<file path="src/rtl/lcd_write_ctrl.sv">
// HD44780-style LCD write controller: runs the power-up init sequence, then turns
// each accepted byte into a timed SETUP/PULSE/HOLD/WAIT write cycle on the LCD pins.
module lcd_write_ctrl #(
    parameter int T_POWERUP = 750000,
    parameter int T_SETUP   = 3,
    parameter int T_PULSE   = 12,
    parameter int T_HOLD    = 3,
    parameter int T_EXEC    = 2000,
    parameter int T_CLEAR   = 82000
) (
    input  logic       i_clk,
    input  logic       i_reset,
    input  logic       i_valid,
    input  logic       i_rs,
    input  logic [7:0] i_data,
    input  logic       i_lcd_on,
    output logic       o_ready,
    output logic       o_init_done,
    output logic       o_lcd_en,
    output logic       o_lcd_rs,
    output logic       o_lcd_rw,
    output logic [7:0] o_lcd_data,
    output logic       o_lcd_on
);

    localparam int T_MAX = (T_POWERUP > T_CLEAR) ? T_POWERUP : T_CLEAR;
    localparam int CNT_W = $clog2(T_MAX + 1);

    localparam logic [2:0] S_PWRUP = 3'd0;
    localparam logic [2:0] S_SETUP = 3'd1;
    localparam logic [2:0] S_PULSE = 3'd2;
    localparam logic [2:0] S_HOLD  = 3'd3;
    localparam logic [2:0] S_WAIT  = 3'd4;
    localparam logic [2:0] S_IDLE  = 3'd5;

    logic [2:0]       state;
    logic [CNT_W-1:0] cnt;
    logic [1:0]       init_idx;
    logic             is_clear;

    function automatic logic [7:0] init_cmd(input logic [1:0] idx);
        case (idx)
            2'd0:    return 8'h38;
            2'd1:    return 8'h0C;
            2'd2:    return 8'h01;
            default: return 8'h06;
        endcase
    endfunction

    function automatic logic [CNT_W-1:0] load(input int t);
        return CNT_W'(t - 1);
    endfunction

    // Clear display (0x01) and return home (0x02/0x03) need the long execution wait.
    assign is_clear = !o_lcd_rs && (o_lcd_data[7:2] == 6'd0) && (o_lcd_data != 8'd0);

    assign o_lcd_rw = 1'b0;

    always_ff @(posedge i_clk or negedge i_reset) begin
        if (!i_reset) begin
            state       <= S_PWRUP;
            cnt         <= '0;
            init_idx    <= 2'd0;
            o_ready     <= 1'b0;
            o_init_done <= 1'b0;
            o_lcd_en    <= 1'b0;
            o_lcd_rs    <= 1'b0;
            o_lcd_data  <= 8'd0;
            o_lcd_on    <= 1'b0;
        end else begin
            o_lcd_on <= i_lcd_on;
            case (state)
                // Counter starts at 0 out of reset, so power-up counts upward.
                S_PWRUP: begin
                    if (cnt == load(T_POWERUP)) begin
                        state      <= S_SETUP;
                        cnt        <= load(T_SETUP);
                        init_idx   <= 2'd0;
                        o_lcd_rs   <= 1'b0;
                        o_lcd_data <= init_cmd(2'd0);
                    end else begin
                        cnt <= cnt + 1'b1;
                    end
                end
                S_SETUP: begin
                    if (cnt == '0) begin
                        state    <= S_PULSE;
                        cnt      <= load(T_PULSE);
                        o_lcd_en <= 1'b1;
                    end else begin
                        cnt <= cnt - 1'b1;
                    end
                end
                S_PULSE: begin
                    if (cnt == '0) begin
                        state    <= S_HOLD;
                        cnt      <= load(T_HOLD);
                        o_lcd_en <= 1'b0;
                    end else begin
                        cnt <= cnt - 1'b1;
                    end
                end
                S_HOLD: begin
                    if (cnt == '0) begin
                        state <= S_WAIT;
                        cnt   <= is_clear ? load(T_CLEAR) : load(T_EXEC);
                    end else begin
                        cnt <= cnt - 1'b1;
                    end
                end
                S_WAIT: begin
                    if (cnt == '0) begin
                        if (!o_init_done && (init_idx != 2'd3)) begin
                            state      <= S_SETUP;
                            cnt        <= load(T_SETUP);
                            init_idx   <= init_idx + 2'd1;
                            o_lcd_data <= init_cmd(init_idx + 2'd1);
                        end else begin
                            state       <= S_IDLE;
                            o_ready     <= 1'b1;
                            o_init_done <= 1'b1;
                        end
                    end else begin
                        cnt <= cnt - 1'b1;
                    end
                end
                S_IDLE: begin
                    if (i_valid) begin
                        state      <= S_SETUP;
                        cnt        <= load(T_SETUP);
                        o_ready    <= 1'b0;
                        o_lcd_rs   <= i_rs;
                        o_lcd_data <= i_data;
                    end
                end
                default: begin
                    state    <= S_PWRUP;
                    cnt      <= '0;
                    o_ready  <= 1'b0;
                    o_lcd_en <= 1'b0;
                end
            endcase
        end
    end

endmodule

</file>
<file path="config.mk">
export PLATFORM = sky130hd
export DESIGN_NAME = lcd_write_ctrl
export DESIGN_NICKNAME = d
export VERILOG_FILES = /design/src/rtl/lcd_write_ctrl.sv
export SDC_FILE = /design/constraint.sdc
export NUM_CORES = 1
export LEC_CHECK = 0
export CAP_MARGIN = 20
export CORE_ASPECT_RATIO = 1.75
export CORE_MARGIN = 10
export CORE_UTILIZATION = 63
export CTS_CLUSTER_SIZE = 8
export DETAILED_ROUTE_END_ITERATION = 8
export PLACE_DENSITY_LB_ADDON = 0.25
export SYNTH_ARGS = -nofsm -noshare
export SYNTH_HDL_FRONTEND = slang
export SYNTH_SLANG_ARGS = --single-unit
</file>
<file path="constraint.sdc">
create_clock -name i_clk -period 5.35 [get_ports i_clk]
set_clock_uncertainty 0.05 [all_clocks]
set_input_delay 1.3375 -clock i_clk [delete_from_list [all_inputs] [get_ports i_clk]]
set_output_delay 1.3375 -clock i_clk [all_outputs]
set_load 0.01 [all_outputs]
</file>
==> flow_summary.ini, run 1 <==
[outcome]
outcome = completed

[routing]
avgViaCountPerCell = 7.33
vias = 3020
drt_iter0_markers = 407
detail_route.wl_per_cell_um = 21.6
finalWirelength_mm = 8.91
postRouteAntennaNets = 0
drc = 0
firstDrtPassIters = 6

[synth]
synth_area_um2 = 2950
synth_edf_count = 0
synth.area.top_cells = dfrtp_1 (32%), nor2_1 (4.2%), a21oi_1 (3.9%)
ys_seq_elements = 38
syn_area_per_cell_um2 = 8.40
ys_async_sr_fraction_pct = 100
synth_top_cell_by_area = dfrtp_1
yosysSeqAreaShare_pct = 32.3
synth_nets = 371
syn_inst = 351
yosysWarnings = 0
synthTopCellsByCount = dfrtp_1 (38), nor2_1 (33), a21oi_1 (23), nand2_1 (23), nand3_1 (19)
post_synth_num_cell_types = 68
ys.flop_type = dfrtp_1
yosysMostFrequentCell = dfrtp_1
synth_top_area_share_pct = 32.3

[worst_setup_path]
worst_ep_required_time_ps = 5540
worstSetupStartpointType = register
path_class = register to register
slowest_delay_ps = 810
crit_fanout = 21
path_buf_inv = 1
cp.arrival_ps = 3300
cpMaxStageDelayCell = dfrtp_1
end_kind = register
critPathTopFamily = simple AND/OR/NAND/NOR gates
cp_cell_sequence = inv_1 > nor3_1 > nand2b_1 > nand2_1 > o311a_1 > nand3b_1

[clocking]
cts_root_buffer = clkbuf_8
cts_inserted_buffers = 5
postCtsHoldBufs = 0
ctsResizeCount = 0
cts_tree = done
clk_pin_slew_ps = 90
clock_latency_ps = 300
cts.sinks = 38
clockBufferDepth = 2
htreeDepth = 2
cts_setup_buffers = 0

[sta]
hold_viol = 0
maxSlewHeadroom_pct = 31.2
rsz0062_at_grt = no
finalSetupViolCount = 0
maxSlewViolCount = 0
min_period_ps = 3110
fmax_mhz = 322
whs_ps = 473
period_share_pct = 58.1
fin_tns_setup_ps = 0
worstMarginPinSlew_ps = 1030

[floorplanning]
rows = 32
die-area_um2 = 7920
num_io_pins = 27
core_um2 = 4480
die_y_um = 110
die_w_um = 71.7
start_util_pct = 65.7

[job]
drv_cap = 0

[power]
pwr-share-clk_pct = 39.6
power.density_nw_per_um2 = 157
finalPower_uw = 503
irDropWorstVdd_mv = 0.133
p_switching_uw = 118
internal_power_uw = 385
p_comb_share_pct = 3.3
seq_power_share_pct = 57.1
switching_share_pct = 23.4
leakage_uw = 0.00120

[final_layout]
syn2layout_area_growth_pct = 8.96
fin_nets = 381
fillerInstances = 355
drive_gt1_share_pct = 8.31
diodes = 0
stdcell_area_um2 = 3210

[grt]
grt_pass1_vias = 2934
antenna_found_initial = 0
grt.overflow.total = 0
grt_use_total_pct = 21.5
grt_max_degree = 39
grt_pass1_wl_mm = 14.3

[placement]
port-buffer-count = 25
gp_congestion = 0.914
place_area_um2 = 3130
hpwl_mm = 6.41

[worst_hold_path]
hp-class = register to register
-- through the flow --
step / setup WS (ps) / util (%) / std cells
after global routing: 2040 / 71.6 / 412
final: 2240 / 71.6 / 412
after detailed placement: 2180 / 69.8 / 405
after floorplan: 2970 / - / 351
after global placement: 2230 / 69.8 / 405
after CTS: 2390 / 71.6 / 412
-- flip-flops by register name, indices dropped and copies added (netlist names) --
register     count
init_idx         2
o_lcd_en         1
o_lcd_data       8
o_init_done      1
cnt             20
o_lcd_on         1
o_ready          1
state            3
o_lcd_rs         1
-- per-layer routing --
metal	vias to the layer above	part of all wire, %	wire, µm	GRT usage (%)
met5	-	0	0	0
met4	0	4.8	425	14.1
met3	42	6.0	530	3.58
met2	185	53	4680	36.5
met1	1442	37	3270	23.3
li1	1351	-	-	-
-- cell families (layout without fill, tap and decap cells) --
| family | Yosys count | in the layout | synth area share, % |
|---|---|---|---|
| other | 1 | 1 | 0.127 |
| flip-flops | 38 | 38 | 32.3 |
| AND/OR/NAND/NOR | 143 | 143 | 27.3 |
| buffers and inverters | 33 | 43 | 5.77 |
| multiplexers | 9 | 9 | 3.27 |
| XOR/XNOR | 10 | 10 | 2.97 |
| AO/OA/AOI/OAI | 110 | 110 | 25.3 |
| adder cells (fa/ha/maj) | 7 | 7 | 2.97 |
-- path summary, 6_finish.rpt --
path                           from            end  slack [ps]  cells past startpoint
min in group asynchronous   i_reset         cnt[5]        1110                      1
setup / recovery           state[2]         cnt[9]        2240                      6
hold / removal              cnt[19]        cnt[19]         470                      1
hold reg to reg             cnt[19]        cnt[19]         470                      1
setup reg to reg           state[2]         cnt[9]        2240                      6
max in group asynchronous   i_reset  o_lcd_data[4]        3570                      1
-- layout by cell type (no fill, tap or decap), types with 5 or more instances in the layout --
cell type	synthesis	layout
clkbuf_8	0	5
and3_1	10	10
xor2_1	7	7
dfrtp_1	38	38
nand2_1	23	23
o22ai_1	13	13
mux2_2	5	5
a21oi_1	23	23
o21ai_0	16	16
a31oi_1	12	12
and2_1	7	7
nand3_1	19	19
nor3_1	9	9
nor4_1	5	5
nand4_1	6	6
or2_2	5	5
clkdlybuf4s50_1	0	24
inv_1	8	8
nor2_1	33	33
ha_1	7	7
-- worst register-to-register path: stages (launching register included) --
cell and delay, ps:
dfrtp_1 810, inv_1 400, nor3_1 710, nand2b_1 290
nand2_1 460, o311a_1 240, nand3b_1 100
-- power groups by stage --
| stage | registers (µW) | logic, µW | clock network (µW) |
|---|---|---|---|
| 3_5_place_dp | 293 | 16.9 | 0 |
| 2_1_floorplan | 293 | 1.69 | 0 |
| 4_1_cts | 287 | 16.9 | 197 |
| 3_3_place_gp | 293 | 16.7 | 0 |
| 6_report | 287 | 16.5 | 199 |
| 5_1_grt | 287 | 18.4 | 205 |
-- final cells by class --
type / count / area (µm²) / share of cell area, %
Clock inverter: 1 / 7.51 / 0.234
Multi-Input combinational cell: 280 / 1830 / 56.9
Tap cell: 51 / 63.8 / 1.99
Clock buffer: 6 / 72.6 / 2.26
Timing Repair Buffer: 26 / 253 / 7.87
Inverter: 10 / 37.5 / 1.17
Sequential cell: 38 / 951 / 29.6
Power figures use the tool's default switching activity.
==> run 2: changes to the inputs <==
--- a/config.mk
+++ b/config.mk
@@ -8,7 +8,7 @@
 export CAP_MARGIN = 20
 export CORE_ASPECT_RATIO = 1.75
 export CORE_MARGIN = 10
-export CORE_UTILIZATION = 63
+export CORE_UTILIZATION = 58
 export CTS_CLUSTER_SIZE = 8
 export DETAILED_ROUTE_END_ITERATION = 8
 export PLACE_DENSITY_LB_ADDON = 0.25
==> constraint.sdc (replaced) <==
create_clock -name i_clk -period 3 [get_ports i_clk]
set_clock_uncertainty 0.05 [all_clocks]
set_input_delay 0.75 -clock i_clk [delete_from_list [all_inputs] [get_ports i_clk]]
set_output_delay 0.75 -clock i_clk [all_outputs]
set_load 0.01 [all_outputs]
==> run 2 against run 1 <==
Against the previous run:
- fmax grew 20%
- non-clock buffer count is 15 higher
- critical path depth rose by 1
- combinational power is 79% higher
- critical path type unchanged
- worst hold slack better by 4.9 ps
- largest cell class unchanged
- power grew 77%
- worst setup slack got worse by 1800 ps
==> flow_summary.ini, run 2 (same netlist as run 1, synthesis figures left out) <==
[outcome]
outcome = completed

[sta]
min_period_ps = 2580
finalSetupViolCount = 0
worstMarginPinSlew_ps = 887
fin_tns_setup_ps = 0
period_share_pct = 86.1
hold_viol = 0
maxSlewHeadroom_pct = 40.9
rsz0062_at_grt = no
fmax_mhz = 387
maxSlewViolCount = 0

[floorplanning]
rows = 34
die_w_um = 73.9
die_y_um = 114
core_um2 = 4930
start_util_pct = 59.7
die-area_um2 = 8450
num_io_pins = 27

[worst_setup_path]
reg2reg_to = o_lcd_data[5]
slowest_delay_ps = 480
end_kind = register
worstSetupStartpointType = register
crit_start = cnt[0]
cpMaxStageDelayCell = dfrtp_1
cp.arrival_ps = 2710
path_class = register to register
cp_cell_sequence = ha_1 > and3_1 > nand4_1 > nor3_1 > o21ai_0 > a21oi_4 > mux2_2
worst_ep_required_time_ps = 3130
reg2reg_slack_ps = 420
reg2reg_depth = 7
r2r_start = cnt[0]
crit_end = o_lcd_data[5]
crit_fanout = 9

[power]
irDropWorstVdd_mv = 0.277
leakage_uw = 0.00128
power.density_nw_per_um2 = 266

[final_layout]
final_util_pct = 67.7
largest_reg_flops = 20
diodes = 0
mostFrequentLayoutCells = dfrtp_1 (38), nor2_1 (33), clkdlybuf4s50_1 (24)
layout_commonest_cell = dfrtp_1
drive_gt1_share_pct = 12.2
top_register = cnt
syn2layout_area_growth_pct = 13.4
reg_top3 = cnt (20), o_lcd_data (8), state (3)
fin_nets = 396

[grt]
grt_pass1_wl_mm = 14.4
antenna_found_initial = 0
grt_pass1_vias = 2915
grt.overflow.total = 0
grt_use_total_pct = 21.2
grt_max_degree = 39

[clocking]
cts_inserted_buffers = 5
clk_pin_slew_ps = 70
clockBufferDepth = 2
cts.sinks = 38
cts_setup_buffers = 0
cts_root_buffer = clkbuf_8
clock_latency_ps = 300
htreeDepth = 2
ctsResizeCount = 0
cts_tree = done
postCtsHoldBufs = 0

[routing]
drt_iter0_markers = 259
vias = 2963
finalWirelength_mm = 8.80
detail_route.wl_per_cell_um = 20.5
postRouteAntennaNets = 0
firstDrtPassIters = 5
drc = 0
avgViaCountPerCell = 6.89

[placement]
port-buffer-count = 25
gp_congestion = 0.935
hpwl_mm = 6.65

[worst_hold_path]
hp-class = register to register

[job]
drv_cap = 0
==> run 2: cell type report <==
type / instances / area (µm²)
inverters: 10 / 37.5
clock buffers: 6 / 72.6
flip-flops and latches: 38 / 951
multi-input cells: 280 / 1840
well taps: 54 / 67.6
repair buffers: 41 / 365
clock inverters: 1 / 7.51
fillers: 418 / 1590
==> run 2: metrics by stage <==
step / cell area (µm²) / setup WS, ps / hold WS (ps) / instances / power, µW
after detailed placement: 3250 / 245 / 456 / 423 / 553
after floorplan: 2950 / 617 / 404 / 351 / 526
after CTS: 3330 / 225 / 477 / 430 / 899
after global placement: 3250 / 299 / 449 / 423 / 553
final: 3340 / 418 / 478 / 430 / 891
after global routing: 3340 / 221 / 502 / 430 / 916
==> run 2: how the worst min path moves through the flow <==
stage / from / to / slack, ps / cells past startpoint
after floorplan: i_reset / cnt[0] / 400 / 0
after global placement: o_init_done / o_init_done / 450 / 1
after detailed placement: o_init_done / o_init_done / 460 / 1
after CTS: o_init_done / o_init_done / 480 / 1
after global routing: o_init_done / o_init_done / 500 / 1
final: o_init_done / o_init_done / 480 / 1
==> run 2: per-layer routing <==
| layer | global-route usage (%) | part of all wire (%) |
|---|---|---|
| met4 | 12.9 | 5.2 |
| met3 | 4.51 | 6.3 |
| met2 | 35.9 | 52 |
| met1 | 23.1 | 36 |
| met5 | 0 | 0 |
==> run 2: where the power goes <==
part	switching [µW]	internal, µW
combinational	14.5	15.0
sequential	0.193	512
clock	189	160
==> run 2: critical path: cells and delay by family (launching register included) <==
kind	cells	cell delay, ps
AND/OR/NAND/NOR	3	770
adder cells (fa/ha/maj)	1	250
AO/OA/AOI/OAI	2	530
multiplexers	1	380
flip-flops	1	480
